`src/rtl/mdu_pkg.sv`:
```
// Shared definitions for the Execute-stage multiply/divide unit.
// Contents: operation encodings, FSM state type and default widths.
// Imported by mdu_step and ex_muldiv_unit.
package mdu_pkg;

    localparam int XLEN_DEF  = 32;
    localparam int CNT_W_DEF = 6;

    typedef enum logic [1:0] {
        MD_MULT  = 2'b00,
        MD_MULTU = 2'b01,
        MD_DIV   = 2'b10,
        MD_DIVU  = 2'b11
    } md_op_e;

    typedef enum logic [1:0] {
        IDLE   = 2'b00,
        RUN    = 2'b01,
        FINISH = 2'b10
    } mdu_state_e;

endpackage

```
`src/rtl/mdu_step.sv`:
```
// One iteration of the multiply/divide datapath (purely combinational).
// Ports:
//   i_accum   [2*XLEN-1:0]  current accumulator {upper, lower}
//   i_operand [XLEN-1:0]    multiplicand (mult) or divisor (div)
//   i_is_div                1 = restoring divide step, 0 = shift-add multiply step
//   o_accum   [2*XLEN-1:0]  accumulator after this step
// Multiply: lower half starts as the multiplier and shifts out LSB-first
// while the product grows into the upper half from the top.
// Divide: lower half starts as the dividend; quotient bits shift in at
// the bottom while the partial remainder builds up in the upper half.
module mdu_step
    import mdu_pkg::*;
#(
    parameter int XLEN = XLEN_DEF
) (
    input  logic [2*XLEN-1:0] i_accum,
    input  logic [XLEN-1:0]   i_operand,
    input  logic              i_is_div,
    output logic [2*XLEN-1:0] o_accum
);

    logic [XLEN:0] w_sum;
    logic [XLEN:0] w_rem_sh;
    logic [XLEN:0] w_diff;

    // Single shift-add or restoring-subtract step
    always_comb begin
        w_sum    = {1'b0, i_accum[2*XLEN-1:XLEN]}
                 + (i_accum[0] ? {1'b0, i_operand} : {(XLEN+1){1'b0}});
        // Remainder shifted left with the next dividend bit; needs XLEN+1 bits.
        w_rem_sh = i_accum[2*XLEN-1:XLEN-1];
        w_diff   = w_rem_sh - {1'b0, i_operand};
        if (i_is_div) begin
            // Top bit of the difference set means the divisor did not fit.
            if (!w_diff[XLEN]) begin
                o_accum = {w_diff[XLEN-1:0], i_accum[XLEN-2:0], 1'b1};
            end else begin
                o_accum = {w_rem_sh[XLEN-1:0], i_accum[XLEN-2:0], 1'b0};
            end
        end else begin
            // Carry out of the add lands in the top bit after the shift.
            o_accum = {w_sum, i_accum[XLEN-1:1]};
        end
    end

endmodule

```
`src/rtl/ex_muldiv_unit.sv`:
```
// Iterative multiply/divide unit in the Execute stage; owns HI/LO.
// Ports:
//   clk, rst_n              clock, async active-low reset
//   StartE, MdOpE[1:0]      start a mult/multu/div/divu
//   data1E, data2E          rs / rt operands
//   MfHiE, MfLoE            mfhi / mflo in E
//   MtHiE, MtLoE            mthi / mtlo in E (write data1E)
//   MdReadE                 HI if MfHiE else LO (combinational)
//   BusyE                   operation in flight
//   StallMDE                busy and E needs the unit
//   DoneE                   one-cycle pulse once HI/LO hold the new result
// Build option: MDU_SIGNED_EN makes ops 00/10 signed (magnitude iteration,
// sign fix in FINISH); otherwise every op is unsigned.
module ex_muldiv_unit
    import mdu_pkg::*;
#(
    parameter int XLEN  = XLEN_DEF,
    parameter int CNT_W = CNT_W_DEF
) (
    input  logic            clk,
    input  logic            rst_n,
    input  logic            StartE,
    input  logic [1:0]      MdOpE,
    input  logic [XLEN-1:0] data1E,
    input  logic [XLEN-1:0] data2E,
    input  logic            MfHiE,
    input  logic            MfLoE,
    input  logic            MtHiE,
    input  logic            MtLoE,
    output logic [XLEN-1:0] MdReadE,
    output logic            BusyE,
    output logic            StallMDE,
    output logic            DoneE
);

    mdu_state_e        r_state;
    mdu_state_e        w_state_nxt;
    logic [CNT_W-1:0]  r_cnt;
    logic [XLEN-1:0]   r_hi;
    logic [XLEN-1:0]   r_lo;
    logic              r_done;
    logic [2*XLEN-1:0] r_acc;
    logic [XLEN-1:0]   r_opnd;
    logic [XLEN-1:0]   r_dvd;
    logic              r_is_div;
    logic              r_div0;
    logic              r_neg_res;
    logic              r_neg_rem;

    logic              w_signed;
    logic              w_neg1;
    logic              w_neg2;
    logic [XLEN-1:0]   w_mag1;
    logic [XLEN-1:0]   w_mag2;
    logic [2*XLEN-1:0] w_step_acc;
    logic [2*XLEN-1:0] w_prod;
    logic [XLEN-1:0]   w_quo;
    logic [XLEN-1:0]   w_rem;
    logic [XLEN-1:0]   w_res_hi;
    logic [XLEN-1:0]   w_res_lo;

`ifdef MDU_SIGNED_EN
    assign w_signed = ~MdOpE[0];
`else
    // Bit 0 has no effect in the unsigned build.
    assign w_signed = MdOpE[0] & 1'b0;
`endif

    assign w_neg1 = w_signed & data1E[XLEN-1];
    assign w_neg2 = w_signed & data2E[XLEN-1];
    assign w_mag1 = w_neg1 ? (~data1E + XLEN'(1)) : data1E;
    assign w_mag2 = w_neg2 ? (~data2E + XLEN'(1)) : data2E;

    mdu_step #(.XLEN(XLEN)) u_step (
        .i_accum   (r_acc),
        .i_operand (r_opnd),
        .i_is_div  (r_is_div),
        .o_accum   (w_step_acc)
    );

    // Result formatting with sign fix and divide-by-zero override
    always_comb begin
        w_prod = r_neg_res ? (~r_acc + (2*XLEN)'(1)) : r_acc;
        w_quo  = r_neg_res ? (~r_acc[XLEN-1:0] + XLEN'(1)) : r_acc[XLEN-1:0];
        w_rem  = r_neg_rem ? (~r_acc[2*XLEN-1:XLEN] + XLEN'(1)) : r_acc[2*XLEN-1:XLEN];
        if (!r_is_div) begin
            w_res_hi = w_prod[2*XLEN-1:XLEN];
            w_res_lo = w_prod[XLEN-1:0];
        end else if (r_div0) begin
            w_res_hi = r_dvd;
            w_res_lo = {XLEN{1'b1}};
        end else begin
            w_res_hi = w_rem;
            w_res_lo = w_quo;
        end
    end

    // FSM state register
    always_ff @(posedge clk or negedge rst_n) begin
        if (!rst_n) begin
            r_state <= IDLE;
        end else begin
            r_state <= w_state_nxt;
        end
    end

    // FSM next-state logic; StartE while busy is simply not looked at
    always_comb begin
        w_state_nxt = r_state;
        case (r_state)
            IDLE:    w_state_nxt = StartE ? RUN : IDLE;
            RUN:     w_state_nxt = (r_cnt == CNT_W'(XLEN-1)) ? FINISH : RUN;
            FINISH:  w_state_nxt = IDLE;
            default: w_state_nxt = IDLE;
        endcase
    end

    // Datapath: operand latch, iteration, HI/LO update, done pulse
    always_ff @(posedge clk or negedge rst_n) begin
        if (!rst_n) begin
            r_cnt     <= {CNT_W{1'b0}};
            r_hi      <= {XLEN{1'b0}};
            r_lo      <= {XLEN{1'b0}};
            r_done    <= 1'b0;
            r_acc     <= {(2*XLEN){1'b0}};
            r_opnd    <= {XLEN{1'b0}};
            r_dvd     <= {XLEN{1'b0}};
            r_is_div  <= 1'b0;
            r_div0    <= 1'b0;
            r_neg_res <= 1'b0;
            r_neg_rem <= 1'b0;
        end else begin
            r_done <= (r_state == FINISH);
            case (r_state)
                IDLE: begin
                    if (StartE) begin
                        // Start takes priority; a simultaneous MT is dropped.
                        r_cnt     <= {CNT_W{1'b0}};
                        r_acc     <= {{XLEN{1'b0}}, w_mag1};
                        r_opnd    <= w_mag2;
                        r_dvd     <= data1E;
                        r_is_div  <= MdOpE[1];
                        r_div0    <= (data2E == {XLEN{1'b0}});
                        r_neg_res <= w_neg1 ^ w_neg2;
                        r_neg_rem <= w_neg1;
                    end else begin
                        if (MtHiE) begin
                            r_hi <= data1E;
                        end
                        if (MtLoE) begin
                            r_lo <= data1E;
                        end
                    end
                end
                RUN: begin
                    r_acc <= w_step_acc;
                    r_cnt <= r_cnt + CNT_W'(1);
                end
                FINISH: begin
                    r_hi <= w_res_hi;
                    r_lo <= w_res_lo;
                end
                default: begin
                    r_cnt <= {CNT_W{1'b0}};
                end
            endcase
        end
    end

    assign MdReadE  = MfHiE ? r_hi : r_lo;
    assign BusyE    = (r_state != IDLE);
    assign StallMDE = BusyE & (StartE | MfHiE | MfLoE | MtHiE | MtLoE);
    assign DoneE    = r_done;

endmodule

```
`config.mk`:
```
export PLATFORM = sky130hd
export DESIGN_NAME = ex_muldiv_unit
export DESIGN_NICKNAME = d
export VERILOG_FILES = /design/src/rtl/mdu_pkg.sv /design/src/rtl/mdu_step.sv /design/src/rtl/ex_muldiv_unit.sv
export SDC_FILE = /design/constraint.sdc
export NUM_CORES = 1
export LEC_CHECK = 0
export ABC_AREA = 1
export CELL_PAD_IN_SITES_DETAIL_PLACEMENT = 1
export CELL_PAD_IN_SITES_GLOBAL_PLACEMENT = 2
export CORE_MARGIN = 2
export CORE_UTILIZATION = 30
export CTS_CLUSTER_DIAMETER = 100
export CTS_CLUSTER_SIZE = 24
export DETAILED_ROUTE_END_ITERATION = 10
export PLACE_DENSITY_LB_ADDON = 0.1
export RECOVER_POWER = 100
export SYNTH_ARGS = -nofsm -noshare
export SYNTH_HDL_FRONTEND = slang
export SYNTH_SLANG_ARGS = --single-unit
```
`constraint.sdc`:
```
create_clock -name clk -period 2.2 [get_ports clk]
set_clock_uncertainty 0.1 [all_clocks]
set_input_delay 0.55 -clock clk [delete_from_list [all_inputs] [get_ports clk]]
set_output_delay 0.55 -clock clk [all_outputs]
set_load 0.05 [all_outputs]
```
# Word level (Yosys, flattened, before mapping)
# Cells that the tools add are included.
# totals
out_inout_bits	35
reg_bits	203
input_bits	73
elab_cells	57
# op_classes
n_addsub	3
eq_ne	7
n_bitwise	6
mux	21
reduce_logical	10
# ops
operator	count
32-bit 2-to-1 mux	10
64-bit 2-to-1 mux	3
32-bit case mux with 2 select lines	2
64-bit case mux with 2 select lines	1
32-bit by 33-bit adder with 33-bit output	1
33-bit by 32-bit subtractor with 33-bit output	1
32-bit logical NOT	1
6-bit case mux with 3 select lines	1
2-bit inequality test (second input constant)	4
6-bit by 1-bit adder with 6-bit output (second input constant)	1
6-bit by 5-bit equality test with 1-bit output (second input constant)	1
6-bit 2-to-1 mux	1
2-bit AND reduction	3
3-bit AND reduction	2
2-bit nonzero test	3
1-bit bitwise OR	4
2-bit case mux with 2 select lines	1
2-bit by 1-bit equality test with 1-bit output (second input constant)	1
2-bit equality test (second input constant)	1
2-bit logical NOT	1
2-bit 2-to-1 mux	1
1-bit bitwise AND	1
1-bit 2-to-1 mux	1
1-bit NOT	1

# Depth between registers and ports, before layout
# depth
ltp_word	5
ltp_mapped	20
mapped_depth_nobuf	20

# Cells and area by module
# Synthesis repeated with hierarchy kept, for this count alone.
# unflattened
cells_unflattened	2498
hier_area_um2	15707.6
# modules_own_cells
mod	n_inst	area_per_inst_um2	seq_area_each_um2	cells_each
ex_muldiv_unit	1	9350.2	5079.9	1200
mdu_step	1	6357.3	0.0	1298

# Worst setup path before layout
# OpenSTA, ideal clock, no wires.
# synth_timing
path_type	input to output
from	input port MfHiE
to	output port MdReadE[23]
stages	3
arrival_time_ns	2.011
n_path_buf	2
required_time_ns	1.550
setup_slack_ns	-0.461
path_cell_list	clkbuf_1 -> clkbuf_1 -> o21ai_0
# synth_via
elab_chain_len	1
# synth_rtl
item	line	text
start: declaration	ex_muldiv_unit.sv:26	input logic MfHiE,
32-bit 2-to-1 mux	ex_muldiv_unit.sv:170	assign MdReadE = MfHiE ? r_hi : r_lo;
end: declaration	ex_muldiv_unit.sv:30	output logic [XLEN-1:0] MdReadE,
# No other way between the ends.

# Worst setup path in the final report
# layout_timing
from	register r_acc[0]
to	register r_acc[43]
# layout_via
elab_chain_len	4
# layout_rtl
item	line	text
start: declaration	ex_muldiv_unit.sv:42	logic [2*XLEN-1:0] r_acc;
start signal: assignment	ex_muldiv_unit.sv:125	r_acc <= {(2*XLEN){1'b0}};
start signal: assignment	ex_muldiv_unit.sv:139	r_acc <= {{XLEN{1'b0}}, w_mag1};
start signal: assignment	ex_muldiv_unit.sv:156	r_acc <= w_step_acc;
32-bit 2-to-1 mux	mdu_step.sv:29	+ (i_accum[0] ? {1'b0, i_operand} : {(XLEN+1){1'b0}});
32-bit by 33-bit adder with 33-bit output	mdu_step.sv:29	
64-bit 2-to-1 mux	mdu_step.sv:33	if (i_is_div) begin
64-bit case mux with 2 select lines	ex_muldiv_unit.sv:134	case (r_state)
# No other way between the ends.
# A chain may end at the register's enable or synchronous reset.

==> impl_metrics.env <==
export IMPL_grt_usage_pct=24.4
export IMPL_synth_xor_area_share_pct=1.19
export IMPL_tritoncts="done"
export IMPL_setup_viol=33
export IMPL_critical_path_arrival_ps=3060
export IMPL_max_cap_violations=1
export IMPL_cp_start_kind="register"
export IMPL_detail_route_antenna_nets=0
export IMPL_synth_sequential_area_ratio_pct=34.5
export IMPL_post_synth_num_cell_types=43
export IMPL_wire_per_inst_um=19.0
export IMPL_report_final_hold_viol_count=0
export IMPL_clkSlewWorstSetupHoldPaths_ps=100
export IMPL_grt_pass1_vias=17100
export IMPL_die_height_um=226
export IMPL_drt_first_iter_violations=794
export IMPL_max_freq_mhz=364
export IMPL_result_of_the_run="finished, violations left"
export IMPL_synth_compound_area_share_pct=17.0
export IMPL_max_clock_path_buffers=3
export IMPL_min_period_ps=2750
export IMPL_initial_antenna_violation_count=1
export IMPL_worst_hold_slack_across_all_endpoints_ps=386
export IMPL_cts_num_sinks=203
export IMPL_drc_errors=0
export IMPL_critPathKind="reg2reg"
export IMPL_postSynthCellCount=2250
export IMPL_failing_checks="capacitance limit, slew limit, setup timing"
export IMPL_worstSetupStartpoint="r_acc[0]"
export IMPL_number_of_h_tree_levels=1
export IMPL_initial_utilization_pct=30.2
export IMPL_grt_max_degree=85
export IMPL_setup_worst_path_end="r_acc[43]"
export IMPL_route_detailed_vias_per_inst=4.86
export IMPL_dr_pass1_iterations=5
export IMPL_worst_r2r_endpoint="r_acc[43]"
export IMPL_netlist_area_um2=14700
export IMPL_post_synth_and_or_nand_nor_area_fraction_pct=30.9
export IMPL_critical_path_max_fanout=5
export IMPL_worst_endpoint_required_ps=2510
export IMPL_timing_max_transition_violations_final=46
export IMPL_io_pins=108
export IMPL_ys_flop_type="sky130_fd_sc_hd__dfrtp_1"
export IMPL_post_synth_fa_ha_maj_area_fraction_pct=5.79
export IMPL_tightestPinTransition_ps=1530
export IMPL_synth_most_common_cell="sky130_fd_sc_hd__nand2_1"
export IMPL_synthesis_area_per_instance_um2=6.55
export IMPL_synth_mux_area_fraction_pct=0
export IMPL_max_slew_margin_pct=-2.16
export IMPL_port_buffers=106
export IMPL_clock_insertion_delay_worst_skew_ps=530
export IMPL_place_congestion=0.881
export IMPL_nFillCells=6084
export IMPL_grt_overflow=0
export IMPL_synth_top_area_share_pct=34.5
export IMPL_crit_path_end_kind="register"
export IMPL_ff_latch_area_um2=5090
export IMPL_r2r_start="r_acc[0]"
export IMPL_ys_async_sr_fraction_pct=100
export IMPL_core_area_um2=48700
export IMPL_via_count=16400
export IMPL_final_period_utilization_pct=125
export IMPL_detailed_place_hpwl_um=48700
export IMPL_largest_area_contributor_in_the_netlist="sky130_fd_sc_hd__dfrtp_1"
export IMPL_finalWirelength_um=64000
export IMPL_antennaDiodeCount=0
export IMPL_dominant_combinational_cell_family_by_area_after_synthesis="simple AND/OR/NAND/NOR gates"
export IMPL_synth_ff_latch_count=203
export IMPL_post_route_setup_tns_ps=-10850
export IMPL_netlist_top_cells_count="sky130_fd_sc_hd__nand2_1, sky130_fd_sc_hd__inv_1, sky130_fd_sc_hd__o21ai_0"
export IMPL_ys_top_cells_by_area="sky130_fd_sc_hd__dfrtp_1, sky130_fd_sc_hd__nand2_1, sky130_fd_sc_hd__o21ai_0, sky130_fd_sc_hd__inv_1, sky130_fd_sc_hd__ha_1"
export IMPL_syn_nets=2390
export IMPL_layout_area_overhead_vs_synth_pct=51.2
export IMPL_grt_pass1_wl_um=96300
export IMPL_timing_reg2reg_setup_slack_ps=-550
export IMPL_class_of_the_worst_hold_path="reg2reg"
export IMPL_multi_input_area_um2=9740
export IMPL_rsz0062_at_grt="true"
export IMPL_synth_edff_count=0
export IMPL_final_net_count=2846
export IMPL_std_cell_rows=81
export IMPL_die_width_um=226
export IMPL_synthesis_yosys_warnings=0
export IMPL_final_layout_size_suffix_gt1_share_pct=31.0
export IMPL_post_route_worst_setup_slack_ps=-550
export IMPL_die_area_um2=50900
export IMPL_cts_buffers_inserted=15
export IMPL_r2r_cells=13
export IMPL_root_buffer_cell="sky130_fd_sc_hd__clkbuf_16"
==> placed cells by master, fill, tap and decap left out, types with 8 or more instances in the layout <==
cell type | netlist | layout
sky130_fd_sc_hd__nand2_1 | 743 | 651
sky130_fd_sc_hd__buf_4 | 3 | 377
sky130_fd_sc_hd__inv_1 | 310 | 276
sky130_fd_sc_hd__o21ai_0 | 265 | 204
sky130_fd_sc_hd__dfrtp_1 | 203 | 194
sky130_fd_sc_hd__nor2_1 | 143 | 103
sky130_fd_sc_hd__nand3_1 | 130 | 101
sky130_fd_sc_hd__nand2_2 | 19 | 86
sky130_fd_sc_hd__a21oi_1 | 99 | 66
sky130_fd_sc_hd__clkdlybuf4s50_1 | 0 | 66
sky130_fd_sc_hd__buf_12 | 1 | 53
sky130_fd_sc_hd__o21ai_1 | 7 | 45
sky130_fd_sc_hd__inv_2 | 2 | 35
sky130_fd_sc_hd__ha_4 | 0 | 35
sky130_fd_sc_hd__nand3_2 | 10 | 34
sky130_fd_sc_hd__o211ai_1 | 30 | 30
sky130_fd_sc_hd__ha_1 | 65 | 30
sky130_fd_sc_hd__o21a_1 | 28 | 27
sky130_fd_sc_hd__a21oi_2 | 3 | 25
sky130_fd_sc_hd__nor2_2 | 6 | 24
sky130_fd_sc_hd__nor2_4 | 0 | 22
sky130_fd_sc_hd__nand2_4 | 1 | 21
sky130_fd_sc_hd__clkbuf_16 | 0 | 21
sky130_fd_sc_hd__o21ai_2 | 0 | 19
sky130_fd_sc_hd__buf_6 | 3 | 15
sky130_fd_sc_hd__nand4_1 | 14 | 14
sky130_fd_sc_hd__xnor2_1 | 15 | 14
sky130_fd_sc_hd__a21oi_4 | 0 | 11
sky130_fd_sc_hd__nor4_1 | 9 | 9
sky130_fd_sc_hd__nor3_2 | 0 | 9
sky130_fd_sc_hd__dfrtp_2 | 0 | 9
sky130_fd_sc_hd__nor3_1 | 18 | 8
==> cell type report <==
class / instances / area share [%]
well taps: 664 / 3.73
clock inverters: 6 / 0.348
inverters: 312 / 5.27
flip-flops and latches: 203 / 22.8
repair buffers: 527 / 22.3
multi-input cells: 1647 / 43.7
clock buffers: 17 / 1.76
==> logic make-up (layout without fill, tap and decap cells) <==
family | count (synthesis) | count (layout)
AND/OR/NAND/NOR | 1104 | 1104
buffers and inverters | 400 | 862
XOR/XNOR | 20 | 20
flip-flops | 203 | 203
adder cells (fa/ha/maj) | 67 | 67
AO/OA/AOI/OAI | 456 | 456
==> flip-flops by register name, indices dropped and copies added, names as in the netlist <==
register	cells
r_hi	32
r_opnd	32
r_is_div	1
r_dvd	32
r_acc	64
DoneE	1
r_state	2
r_lo	32
r_cnt	6
r_div0	1
==> metrics by stage <==
| stage | util, % | cell area (µm²) | worst slack, ps | instances |
|---|---|---|---|---|
| 2_1_floorplan | - | 14900 | -118 | 2250 |
| 3_3_place_gp | 40.6 | 19800 | -484 | 3304 |
| 3_5_place_dp | 40.6 | 19800 | -548 | 3304 |
| 4_1_cts | 43.0 | 20900 | -396 | 3345 |
| 5_1_grt | 45.7 | 22300 | -607 | 3376 |
| 6_report | 45.7 | 22300 | -550 | 3376 |
==> worst min-delay path by stage <==
stage | startpoint | end | slack (ps) | depth (start not counted)
6_report | r_dvd[5] | r_dvd[5] | 390 | 2
5_1_grt | r_cnt[5] | r_state[1] | 400 | 1
4_1_cts | r_dvd[5] | r_dvd[5] | 390 | 2
3_5_place_dp | r_dvd[5] | r_dvd[5] | 360 | 2
3_3_place_gp | r_cnt[5] | r_state[1] | 350 | 1
2_1_floorplan | rst_n | DoneE | 150 | 0
==> worst max-delay path: stages (launching register included) <==
cell,delay [ps]
sky130_fd_sc_hd__dfrtp_2,510
sky130_fd_sc_hd__clkbuf_16,200
sky130_fd_sc_hd__nand2_2,40
sky130_fd_sc_hd__inv_1,80
sky130_fd_sc_hd__ha_4,230
sky130_fd_sc_hd__a21oi_1,280
sky130_fd_sc_hd__buf_4,170
sky130_fd_sc_hd__o21a_2,170
sky130_fd_sc_hd__nand3_4,120
sky130_fd_sc_hd__buf_4,160
sky130_fd_sc_hd__xnor2_1,260
sky130_fd_sc_hd__nand2_1,150
sky130_fd_sc_hd__nand3_1,100
sky130_fd_sc_hd__nand2_1,50
==> routing by layer <==
metal | wire [µm] | GRT usage [%]
met4 | 1860 | 6.58
met3 | 1580 | 1.99
met5 | 0 | 0
met2 | 31300 | 42.6
met1 | 29300 | 32.5
==> timing repair <==
action / CTS / global route
setup buffers: 16 / 25
setup endpoints to repair: 45 / 34
endpoints found under the hold margin: 41 / 0
cloned: 1 / 7
hold buffers: 1 / 0
resized for setup: 138 / 266
pin swaps: 26 / 86
Power is not shown: default switching activity piles up to over one toggle a cycle in this logic, so the estimate is an artifact.
